[config.mk]
export PLATFORM = sky130hd
export DESIGN_NAME = alu_issue_stage_flat
export DESIGN_NICKNAME = d
export VERILOG_FILES = /design/src/rtl/alu_issue_stage_if.sv /design/src/rtl/alu_issue_stage.sv /design/src/flat_wrapper.sv
export SDC_FILE = /design/constraint.sdc
export NUM_CORES = 1
export LEC_CHECK = 0
export BUFFER_PORTS_ARGS = -buffer_cell sky130_fd_sc_hd__buf_2
export CORE_MARGIN = 3
export CORE_UTILIZATION = 46
export CTS_BUF_LIST = sky130_fd_sc_hd__clkbuf_2 sky130_fd_sc_hd__clkbuf_4 sky130_fd_sc_hd__clkbuf_8
export CTS_CLUSTER_SIZE = 25
export DETAILED_ROUTE_END_ITERATION = 16
export PLACE_DENSITY = 0.79
export SYNTH_ARGS = -nofsm -noshare
export SYNTH_HDL_FRONTEND = slang
export SYNTH_SLANG_ARGS = --single-unit
[constraint.sdc]
create_clock -name clk -period 2.8 [get_ports clk]
set_input_delay 0.28 -clock clk [delete_from_list [all_inputs] [get_ports clk]]
set_output_delay 0.28 -clock clk [all_outputs]
set_load 0.02 [all_outputs]
[src/rtl/alu_issue_stage_if.sv]
// Operand/result bundle between register read, the issue stage and the ALU.
// The issue stage takes the master view; the surrounding pipeline and ALU take the slave view.
interface alu_issue_stage_if;
    logic        in_valid;
    logic        in_ready;
    logic [31:0] instr;
    logic [31:0] rs1_val;
    logic [31:0] rs2_val;
    logic [31:0] alu_rs1;
    logic [31:0] alu_rs2;
    logic [3:0]  alu_op;
    logic [31:0] alu_rd_val;
    logic        out_valid;
    logic        out_ready;
    logic [4:0]  out_rd_addr;
    logic [31:0] out_rd_val;
    logic        out_illegal;

    modport master (
        input  in_valid, instr, rs1_val, rs2_val, alu_rd_val, out_ready,
        output in_ready, alu_rs1, alu_rs2, alu_op, out_valid, out_rd_addr, out_rd_val, out_illegal
    );

    modport slave (
        output in_valid, instr, rs1_val, rs2_val, alu_rd_val, out_ready,
        input  in_ready, alu_rs1, alu_rs2, alu_op, out_valid, out_rd_addr, out_rd_val, out_illegal
    );
endinterface

[src/rtl/alu_issue_stage.sv]
// RV32I OP/OP-IMM issue stage: decodes to an ALU op, registers operands (S1), registers the result (S2).
// Latency: 2 edges from input accept to out_valid; one instruction per cycle when out_ready stays high.
// Backpressure: S2 holds while out_valid && !out_ready; in_ready drops only when both stages are full.
module alu_issue_stage (
    input  logic               clk,
    input  logic               rst_n,
    alu_issue_stage_if.master  bus
);
    localparam logic [3:0] OP_ADD  = 4'd0;
    localparam logic [3:0] OP_SUB  = 4'd1;
    localparam logic [3:0] OP_SLL  = 4'd2;
    localparam logic [3:0] OP_SLT  = 4'd3;
    localparam logic [3:0] OP_SLTU = 4'd4;
    localparam logic [3:0] OP_XOR  = 4'd5;
    localparam logic [3:0] OP_SRL  = 4'd6;
    localparam logic [3:0] OP_SRA  = 4'd7;
    localparam logic [3:0] OP_OR   = 4'd8;
    localparam logic [3:0] OP_AND  = 4'd9;
    localparam logic [3:0] OP_ILL  = 4'd10;

    localparam logic [6:0] OPC_OP  = 7'b0110011;
    localparam logic [6:0] OPC_IMM = 7'b0010011;
    localparam logic [6:0] F7_ZERO = 7'b0000000;
    localparam logic [6:0] F7_ALT  = 7'b0100000;

    typedef struct packed {
        logic [31:0] rs1;
        logic [31:0] rs2;
        logic [3:0]  op;
        logic [4:0]  rd;
        logic        illegal;
    } s1_t;

    logic [6:0]  opcode;
    logic [2:0]  funct3;
    logic [6:0]  funct7;
    logic        is_op;
    logic        is_imm;
    logic        f7_zero;
    logic        f7_alt;
    logic [3:0]  dec_op;
    logic        dec_legal;
    logic        is_shift;
    logic [31:0] op2;
    s1_t         s1_d;
    s1_t         s1_q;
    logic        s1_valid;
    logic        s2_take;
    logic        accept;
    logic        out_valid_q;
    logic [4:0]  out_rd_addr_q;
    logic [31:0] out_rd_val_q;
    logic        out_illegal_q;
    logic        unused_rs1_addr;

    assign opcode  = bus.instr[6:0];
    assign funct3  = bus.instr[14:12];
    assign funct7  = bus.instr[31:25];
    assign is_op   = (opcode == OPC_OP);
    assign is_imm  = (opcode == OPC_IMM);
    assign f7_zero = (funct7 == F7_ZERO);
    assign f7_alt  = (funct7 == F7_ALT);
    // Register addresses are resolved upstream; only the operand values arrive here.
    assign unused_rs1_addr = ^bus.instr[19:15];

    always_comb begin
        dec_op    = OP_ADD;
        dec_legal = 1'b0;
        is_shift  = 1'b0;
        if (is_op || is_imm) begin
            case (funct3)
                3'b000: begin
                    dec_op    = (is_op && f7_alt) ? OP_SUB : OP_ADD;
                    dec_legal = is_imm || f7_zero || f7_alt;
                end
                3'b001: begin
                    dec_op    = OP_SLL;
                    dec_legal = f7_zero;
                    is_shift  = 1'b1;
                end
                3'b010: begin
                    dec_op    = OP_SLT;
                    dec_legal = is_imm || f7_zero;
                end
                3'b011: begin
                    dec_op    = OP_SLTU;
                    dec_legal = is_imm || f7_zero;
                end
                3'b100: begin
                    dec_op    = OP_XOR;
                    dec_legal = is_imm || f7_zero;
                end
                3'b101: begin
                    dec_op    = f7_alt ? OP_SRA : OP_SRL;
                    dec_legal = f7_zero || f7_alt;
                    is_shift  = 1'b1;
                end
                3'b110: begin
                    dec_op    = OP_OR;
                    dec_legal = is_imm || f7_zero;
                end
                default: begin
                    dec_op    = OP_AND;
                    dec_legal = is_imm || f7_zero;
                end
            endcase
        end
        if (!dec_legal) begin
            dec_op = OP_ILL;
        end
    end

    // For OP-IMM shifts the low five immediate bits are exactly instr[24:20].
    assign op2 = is_op ? bus.rs2_val : {{20{bus.instr[31]}}, bus.instr[31:20]};

    always_comb begin
        s1_d         = '0;
        s1_d.rs1     = bus.rs1_val;
        s1_d.rs2     = is_shift ? {27'b0, op2[4:0]} : op2;
        s1_d.op      = dec_op;
        s1_d.rd      = bus.instr[11:7];
        s1_d.illegal = !dec_legal;
    end

    assign s2_take      = !out_valid_q || bus.out_ready;
    assign bus.in_ready = !s1_valid || s2_take;
    assign accept       = bus.in_valid && bus.in_ready;

    always_ff @(posedge clk or negedge rst_n) begin
        if (!rst_n) begin
            s1_q     <= '0;
            s1_valid <= 1'b0;
        end else if (accept) begin
            s1_q     <= s1_d;
            s1_valid <= 1'b1;
        end else if (s2_take) begin
            s1_valid <= 1'b0;
        end
    end

    always_ff @(posedge clk or negedge rst_n) begin
        if (!rst_n) begin
            out_valid_q   <= 1'b0;
            out_rd_addr_q <= '0;
            out_rd_val_q  <= '0;
            out_illegal_q <= 1'b0;
        end else if (s2_take) begin
            out_valid_q   <= s1_valid;
            out_rd_addr_q <= s1_q.rd;
            out_rd_val_q  <= (s1_q.illegal || (s1_q.rd == 5'd0)) ? 32'd0 : bus.alu_rd_val;
            out_illegal_q <= s1_q.illegal;
        end
    end

    assign bus.alu_rs1     = s1_q.rs1;
    assign bus.alu_rs2     = s1_q.rs2;
    assign bus.alu_op      = s1_q.op;
    assign bus.out_valid   = out_valid_q;
    assign bus.out_rd_addr = out_rd_addr_q;
    assign bus.out_rd_val  = out_rd_val_q;
    assign bus.out_illegal = out_illegal_q;
endmodule

[src/flat_wrapper.sv]
// flat-port wrapper written by rule: the top's interface ports become plain ports
module alu_issue_stage_flat 
  (clk, rst_n, bus_in_valid, bus_instr, bus_rs1_val, bus_rs2_val, bus_alu_rd_val, bus_out_ready, bus_in_ready, bus_alu_rs1, bus_alu_rs2, bus_alu_op, bus_out_valid, bus_out_rd_addr, bus_out_rd_val, bus_out_illegal);
  alu_issue_stage_if bus_i ();
  input  logic clk;
  input  logic rst_n;
  input wire logic [$bits(bus_i.in_valid)-1:0] bus_in_valid;
  input wire logic [$bits(bus_i.instr)-1:0] bus_instr;
  input wire logic [$bits(bus_i.rs1_val)-1:0] bus_rs1_val;
  input wire logic [$bits(bus_i.rs2_val)-1:0] bus_rs2_val;
  input wire logic [$bits(bus_i.alu_rd_val)-1:0] bus_alu_rd_val;
  input wire logic [$bits(bus_i.out_ready)-1:0] bus_out_ready;
  output wire logic [$bits(bus_i.in_ready)-1:0] bus_in_ready;
  output wire logic [$bits(bus_i.alu_rs1)-1:0] bus_alu_rs1;
  output wire logic [$bits(bus_i.alu_rs2)-1:0] bus_alu_rs2;
  output wire logic [$bits(bus_i.alu_op)-1:0] bus_alu_op;
  output wire logic [$bits(bus_i.out_valid)-1:0] bus_out_valid;
  output wire logic [$bits(bus_i.out_rd_addr)-1:0] bus_out_rd_addr;
  output wire logic [$bits(bus_i.out_rd_val)-1:0] bus_out_rd_val;
  output wire logic [$bits(bus_i.out_illegal)-1:0] bus_out_illegal;
  assign bus_i.in_valid = bus_in_valid;
  assign bus_i.instr = bus_instr;
  assign bus_i.rs1_val = bus_rs1_val;
  assign bus_i.rs2_val = bus_rs2_val;
  assign bus_i.alu_rd_val = bus_alu_rd_val;
  assign bus_i.out_ready = bus_out_ready;
  assign bus_in_ready = bus_i.in_ready;
  assign bus_alu_rs1 = bus_i.alu_rs1;
  assign bus_alu_rs2 = bus_i.alu_rs2;
  assign bus_alu_op = bus_i.alu_op;
  assign bus_out_valid = bus_i.out_valid;
  assign bus_out_rd_addr = bus_i.out_rd_addr;
  assign bus_out_rd_val = bus_i.out_rd_val;
  assign bus_out_illegal = bus_i.out_illegal;
  alu_issue_stage u_core (.clk(clk), .rst_n(rst_n), .bus(bus_i));
endmodule
# Yosys cells after proc, flatten, opt, wreduce, memory -nomap -nowiden
# Cells that the tools add are included.
# totals
word_cells	50
output_inout_bits	108
inputBits	132
reg_bits	114
# op_classes
eq_ne	9
n_mux	14
reduce_logical	17
# op_table
operator	n
32-bit 2-to-1 mux	3
4-bit one-hot mux with 7 select lines	1
7-bit by 6-bit equality test with 1-bit output (second input constant)	2
3-bit equality test (second input constant)	3
4-bit 2-to-1 mux	2
7-bit by 5-bit equality test with 1-bit output (second input constant)	1
7-bit zero test	1
1-bit logical OR	7
1-bit 2-to-1 mux	7
3-bit by 2-bit equality test with 1-bit output (second input constant)	2
5-bit zero test	1
3-bit by 1-bit equality test with 1-bit output (second input constant)	1
1-bit zero test	3
3-bit zero test	1
1-bit one-hot mux with 3 select lines	1
1-bit logical AND	2
2-bit nonzero test	1
2-bit OR reduction	1

# Depth between registers and ports, before layout
# Gate-level depths: netlist of the first run.
# depth
depth_word	6
mapped_depth	7
depth_no_buf	4

# Worst setup path before layout of the first run
# No wires, ideal clock.
# synth_path
path_type	register to register
from	reg u_core.out_valid_q (netlist: u_core.bus.out_valid)
to	reg u_core.s1_q, in the netlist u_core.bus.alu_rs1[24]
setup_time_ns	0.065
stages_incl_launch_ff	8
setup_slack_ns	0.997
t_arrival_ns	1.738
synth_period_minus_slack_ns	1.803
path_buffers	3
required_ns	2.735
cell_sequence	dfrtp_1 nand3b_1 and2_1 clkbuf_1 clkbuf_1 clkbuf_1 nand2_1 nand2_1
# synth_via
elab_chain_cells	4
# synth_rtl
item	line_no	rtl
start, declared	alu_issue_stage.sv:50	logic out_valid_q;
start signal, assigned	alu_issue_stage.sv:148	out_valid_q <= s1_valid;
1-bit zero test	alu_issue_stage.sv:125	assign s2_take = !out_valid_q || bus.out_ready;
1-bit logical OR	alu_issue_stage.sv:125	
1-bit logical OR	alu_issue_stage.sv:126	assign bus.in_ready = !s1_valid || s2_take;
via bus_in_ready	flat_wrapper.sv:13	output wire logic [$bits(bus_i.in_ready)-1:0] bus_in_ready;
1-bit logical AND	alu_issue_stage.sv:127	assign accept = bus.in_valid && bus.in_ready;
end signal, assigned	alu_issue_stage.sv:131	s1_q <= '0;
end signal, assigned	alu_issue_stage.sv:134	s1_q <= s1_d;
end, declared	alu_issue_stage.sv:46	s1_t s1_q;
# The timed path passes the listed nets, and every way through them passes these cells.
# A chain may end at the register's enable or synchronous reset.

# Final worst setup path of the first run
# layout_path
from	reg u_core.out_valid_q (netlist: u_core.bus.out_valid)
to	reg u_core.s1_q, in the netlist u_core.bus.alu_rs2[30]
# layout_via
elab_chain_cells	4
# layout_rtl
item	line_no
1-bit zero test	alu_issue_stage.sv:125
1-bit logical OR	alu_issue_stage.sv:125
1-bit logical OR	alu_issue_stage.sv:126
1-bit logical AND	alu_issue_stage.sv:127
# No other way between the ends.

==> results of run 1 <==
==> cells by family after synthesis <==
kind of cell	count (synthesis)
compound gates	97
flops	114
buf+inv	101
simple gates	174
mux	17
==> cell usage after synthesis <==
cell type | count | area share
nand2_1 | 148 | 0.11
dfrtp_1 | 114 | 0.56
buf_4 | 69 | 0.10
a22o_1 | 33 | 0.057
o21ai_0 | 32 | 0.032
clkbuf_1 | 24 | 0.018
a21oi_1 | 23 | 0.023
mux2i_1 | 12 | 0.024
mux2_2 | 5 | 0.011
nor2_1 | 5 | 0.0037
inv_1 | 3 | 0.0022
nor2b_1 | 3 | 0.0037
and2_1 | 2 | 0.0025
buf_2 | 2 | 0.0020
clkbuf_2 | 2 | 0.0020
nand3_1 | 2 | 0.0020
nand3b_1 | 2 | 0.0030
nand4_1 | 2 | 0.0025
o21ai_1 | 2 | 0.0020
or2_2 | 2 | 0.0025
a2111oi_4 | 1 | 0.0054
a211oi_1 | 1 | 0.0015
a31oi_1 | 1 | 0.0012
a41o_1 | 1 | 0.0020
buf_1 | 1 | 0.00074
nand2b_1 | 1 | 0.0012
nand4bb_1 | 1 | 0.0022
nor3_1 | 1 | 0.00099
nor3_4 | 1 | 0.0032
nor4_1 | 1 | 0.0012
o211a_1 | 1 | 0.0020
o21ai_2 | 1 | 0.0017
o31a_1 | 1 | 0.0017
or2_4 | 1 | 0.0017
or3b_2 | 1 | 0.0017
or4b_4 | 1 | 0.0027
==> worst paths after layout <==
kind                                       endpoint  slack [ns]  cells past startpoint
max                          u_core.bus.alu_rs2[30]        1.18                      5
min                          u_core.bus.alu_rs1[16]        0.05                      3
max reg2reg                  u_core.bus.alu_rs2[30]        1.18                      5
min reg2reg                  u_core.bus.alu_rs1[28]        0.47                      2
max in group asynchronous    u_core.bus.alu_rs1[26]        1.46                      3
min in group asynchronous  u_core.bus.out_rd_val[8]        0.49                      2
==> critical path, delay by kind of cell, from the launching register on <==
| family | cells | cell delay [ns] |
|---|---|---|
| AO/OA/AOI/OAI | 1 | 0.09 |
| flip-flops | 1 | 0.40 |
| buffers and inverters | 1 | 0.40 |
| AND/OR/NAND/NOR | 3 | 0.64 |
==> stage by stage <==
step	util	instances
2_1_floorplan	-	503
3_3_place_gp	0.557	784
3_5_place_dp	0.557	784
4_1_cts	0.596	817
5_1_grt	0.596	817
6_report	0.596	817
==> registers in the layout (all words and copies together), names as in the netlist <==
signal and cells:
u_core.bus.alu_op 4, u_core.bus.out_valid 1, u_core.bus.out_illegal 1, u_core.bus.out_rd_addr 5
u_core.s1_valid 1, u_core.bus.out_rd_val 32, u_core.s1_q 6, u_core.bus.alu_rs2 32
u_core.bus.alu_rs1 32
==> per-layer routing <==
layer	global-route usage	up-vias
met1	0.249	1900
met3	0.0600	27
met5	0	-
li1	-	1939
met2	0.339	190
met4	0.0805	0
==> final cells by class <==
cell class	count	area (sq um)
Fill cell	925	4250
Sequential cell	114	2850
Timing Repair Buffer	244	1250
Inverter	3	11.3
Clock buffer	20	275
Clock inverter	12	121
Multi-Input combinational cell	288	1580
Tap cell	136	170
==> power by group <==
group	internal [mW]	switching, mW
registers	1.80	0.0802
clock network	0.789	0.704
logic	0.255	0.469
==> key figures, run 1 <==
Status
  – Status: finished clean

Clock network
  – Worst-skew pair later-pin latency: 0.42 ns
  – H-tree depth: 4
  – Hold buffers post-CTS: 1
  – CTS tree: done
  – Number of buffers created by CTS: 17
  – Clock root cell: clkbuf_8
  – TritonCTS sink count: 114
  – Post-CTS Setup Inserts: 0
  – Clock Path Buffers: 2
  – Clock-pin slew on the worst setup and hold paths: 0.08 ns
  – Post-cts resize count: 0

Route
  – Uppermost routed layer: met4
  – Drt total wl: 12400 um
  – Via count of the routed design: 4056
  – DR WL/cell: 15.2 um
  – Final antenna-violating net count: 0
  – Routed met3 length: 885 um
  – DRC errors left: 0
  – Drt initial violations: 225
  – Met2 wire len: 6140 um
  – Met1 WL: 5100 um
  – 1st-pass router iterations: 6
  – Vias/cell: 4.96

Floorplanning
  – Die Span Y: 111 um
  – FP Rows: 37
  – Starting Density: 0.481
  – Core ar.: 10500 sq um
  – Number of I/O pins: 240
  – DIE AREA: 12300 sq um
  – Chip Width: 111 um

Setup path
  – CP Max Fanout: 33
  – WP data required: 3.13 ns
  – Worst setup SP type: flop
  – CP max stage cell: dfrtp_1
  – CP Capture Type: flop
  – Reg2reg start: u_core.bus.out_valid
  – Critical path class: flop to flop
  – Worst stage delay on the critical path: 0.40 ns
  – CP Cell Sequence: nand3b_1, nand2_2, buf_4, nand2_1, o21ai_0
  – CP arrival: 1.95 ns
  – CP startpoint: u_core.bus.out_valid

STA
  – Final setup fails: 0
  – Worst Max-Slew Pin Slew: 0.838 ns
  – Min Clock Period, post-route: 1.62 ns
  – RSZ-0062 raised after global routing: no
  – Clk_skew: 0.0100 ns
  – Max frequency: 616 MHz
  – Final worst slack: 1.18 ns
  – Final Max Tran Viols: 0
  – Worst slew margin: 0.441
  – Final count of hold timing violations: 0
  – Fin Setup TNS: 0 ns
  – Final hold slack: 0.0483 ns
  – Final clock period utilization by the worst path: 0.580

Layout
  – Commonest non-fill, non-tap cell in the layout: buf_2
  – Most frequent cells in the layout: buf_2 (233), nand2_1 (147), dfrtp_1 (114)
  – Fraction of layout instances using a drive strength above 1: 0.427
  – # nets final: 800
  – Fin area: 6260 sq um
  – Area growth syn-to-layout: 23.8%
  – Antenna diode count: 0

Pwr
  – PwrDens: 654 nW/um^2
  – Leakage power: 3.41 nW
  – Final Total Pwr: 4.10 mW
  – Peak VDD IR: 0.305 mV

Synthesis
  – Post-synthesis mux area share: 0.0349
  – Post-Synth Simple-Gate Area: 0.145
  – Mapped Cells: 503
  – Distinct cells, synth: 36
  – Syn Nets: 635
  – Mapped Avg Cell Area: 10.1 sq um
  – Seq/Total Area, Yosys: 0.564
  – Post-Synth XOR/XNOR Area: 0
  – Complex-gate fraction of the synthesized area: 0.129
  – Mapped cell area: 5060 sq um
  – Synth Warn #: 0
  – Largest family of logic cells by synthesized area: simple AND/OR/NAND/NOR gates
  – Post-Synth Adder-Cell Area: 0
  – Seq cells post-synth: 114

Place
  – Placer Congestion: 0.916
  – Placed Area: 5850 sq um
  – Worst slack, placed: 0.801 ns
  – IO Port Bufs: 234
  – HPWL after DPL: 9140 um

GRT
  – Initial antenna violation count: 0
  – Largest net degree at the start of global routing: 63
  – Total Routing Usage GR: 0.204
  – Vias in the first global route: 4090
  – GRT overflow: 0
  – First-pass GRT wire length: 20300 um

Hold path
  – HP Start: bus_rs1_val[16]
  – Min-delay worst type: input pin to flop

Flow run
  – Max-cap violations: 0
Power figures use the tool's default switching activity.
==> run 2: changes to the inputs <==
Clock period 2.8 ns to 1.5 ns, I/O delays scaled along.
==> key figures, run 2 (synthesis results as in run 1) <==
STA
  – Min Clock Period, post-route: 1.41 ns
  – Final setup fails: 0 (unchanged)
  – Max frequency: 707 MHz
  – Worst slew margin: 0.736 (was 0.441)
  – Clk_skew: 0.00870 ns (was 0.0100 ns)
  – Final Max Tran Viols: 0 (unchanged)
  – Final clock period utilization by the worst path: 0.943
  – RSZ-0062 raised after global routing: yes (was no)
  – Final hold slack: 0.0273 ns (was 0.0483 ns)
  – Worst Max-Slew Pin Slew: 0.395 ns (was 0.838 ns)
  – Final count of hold timing violations: 0 (unchanged)

Route
  – Drt total wl: 14600 um (was 12400 um)
  – Drt initial violations: 407 (was 225)
  – DR WL/cell: 16.1 um (was 15.2 um)
  – 1st-pass router iterations: 4 (was 6)
  – DRC errors left: 0 (unchanged)
  – Vias/cell: 5.01 (was 4.96)
  – Via count of the routed design: 4563 (was 4056)
  – Final antenna-violating net count: 0 (unchanged)

Floorplanning
  – Die Span Y: 111 um (unchanged)
  – Core ar.: 10500 sq um (unchanged)
  – FP Rows: 37 (unchanged)
  – Starting Density: 0.481 (unchanged)
  – Chip Width: 111 um (unchanged)
  – Number of I/O pins: 240 (unchanged)
  – DIE AREA: 12300 sq um (unchanged)

Layout
  – Core Util, Final: 0.695 (was 0.596)
  – FF/Latch Area: 2850 sq um (about the same)
  – Antenna diode count: 0 (unchanged)
  – Commonest non-fill, non-tap cell in the layout: buf_2 (unchanged)
  – Area growth syn-to-layout: 44.5% (was 23.8%)
  – # nets final: 893 (was 800)
  – Final std cells w/o fill: 910 (was 817)
  – Most frequent cells in the layout: buf_2 (233), nand2_1 (147), dfrtp_1 (113) (was buf_2 (233), nand2_1 (147), dfrtp_1 (114))
  – Fin area: 7310 sq um (was 6260 sq um)
  – Area taken by multi-input logic gates: 1590 sq um (was 1580 sq um)
  – Fill cells: 736 (was 925)
  – Fraction of layout instances using a drive strength above 1: 0.391 (was 0.427)

Hold path
  – Min-delay worst type: input pin to flop (unchanged)

GRT
  – Total Routing Usage GR: 0.242 (was 0.204)
  – Largest net degree at the start of global routing: 39 (was 63)
  – GRT overflow: 0 (unchanged)
  – Initial antenna violation count: 0 (unchanged)
  – First-pass GRT wire length: 23900 um (was 20300 um)
  – Vias in the first global route: 4793 (was 4090)

Clock network
  – TritonCTS sink count: 114 (unchanged)
  – CTS tree: done (unchanged)
  – Clock Path Buffers: 2 (unchanged)
  – Number of buffers created by CTS: 17 (unchanged)
  – Worst-skew pair later-pin latency: 0.42 ns (about the same)
  – Clock-pin slew on the worst setup and hold paths: 0.06 ns (was 0.08 ns)
  – Clock root cell: clkbuf_8 (unchanged)
  – H-tree depth: 4 (unchanged)

Pwr
  – PwrDens: 1110 nW/um^2 (was 654 nW/um^2)
  – Leakage power: 3.87 nW (was 3.41 nW)
  – Peak VDD IR: 0.541 mV (was 0.305 mV)

Status
  – Status: finished clean (unchanged)

Setup path
  – Worst setup SP type: input pin (was flop)
  – CP Capture Type: flop (unchanged)
  – Critical path class: input pin to flop (was flop to flop)
  – CP Max Fanout: 5 (was 33)
  – WP data required: 1.85 ns (was 3.13 ns)
  – CP arrival: 1.76 ns (was 1.95 ns)

Place
  – Placed Area: 6050 sq um (was 5850 sq um)
  – Placer Congestion: 0.838 (was 0.916)
  – IO Port Bufs: 234 (unchanged)
  – Post-Place Cells: 794 (was 784)
  – HPWL after DPL: 9450 um (was 9140 um)

Flow run
  – Max-cap violations: 0 (unchanged)
==> run 2: power breakdown <==
group / leakage [nW] / switching, mW / internal [mW] / total, mW
clock network: 0.212 / 1.20 / 1.75 / 2.95
registers: 1.44 / 0.168 / 3.36 / 3.53
logic: 2.22 / 0.948 / 0.674 / 1.62
==> run 2: what timing repair did <==
| action | in CTS | in global routing |
|---|---|---|
| hold buffers | 84 | 0 |
| setup endpoints to repair | 0 | 9 |
| gates resized for setup | 0 | 1 |
| endpoints found under the hold margin | 176 | 0 |
| buffers inserted | 0 | 0 |
==> run 2: layout make-up <==
class | count | area share
inverters | 3 | 0.00154
well taps | 136 | 0.0233
flip-flops and latches | 114 | 0.391
repair buffers | 337 | 0.311
multi-input cells | 288 | 0.218
clock inverters | 11 | 0.0185
clock buffers | 21 | 0.0378
==> run 2: final timing paths <==
path | slack (ns) | startpoint | cells past startpoint | end
max | 0.09 | bus_instr[6] | 5 | u_core.bus.alu_op[0]
min | 0.03 | bus_rs2_val[23] | 3 | u_core.bus.alu_rs2[23]
max reg2reg | 0.10 | u_core.bus.out_valid | 3 | u_core.bus.out_rd_addr[1]
min reg2reg | 0.47 | u_core.s1_valid | 1 | u_core.bus.out_valid
max in group asynchronous | 0.76 | rst_n | 3 | u_core.s1_valid
min in group asynchronous | 0.20 | rst_n | 2 | u_core.bus.out_rd_val[3]
==> run 2: critical path, cell delays in order <==
cell and delay [ns]:
buf_2 0.10, or4b_4 0.57, or2_4 0.29, a2111oi_4 0.44, a41o_1 0.22
==> run 2: per-stage QoR <==
stage | power, mW | worst slack [ns] | TNS, ns
floorplan | 4.65 | -0.0550 | -1.12
global placement | 4.96 | -0.165 | -3.69
detailed placement | 5.01 | -0.211 | -5.31
CTS | 8.15 | 0.00420 | 0
finish | 8.10 | 0.0851 | 0
global route | 8.49 | -0.0108 | -0.0108
==> run 2: layer usage <==
metal	global-route usage	vias to the layer above	wire, um
met4	0.0936	0	324
met5	0	-	0
li1	-	2115	-
met2	0.419	233	7330
met1	0.281	2181	5740
met3	0.0731	34	1240
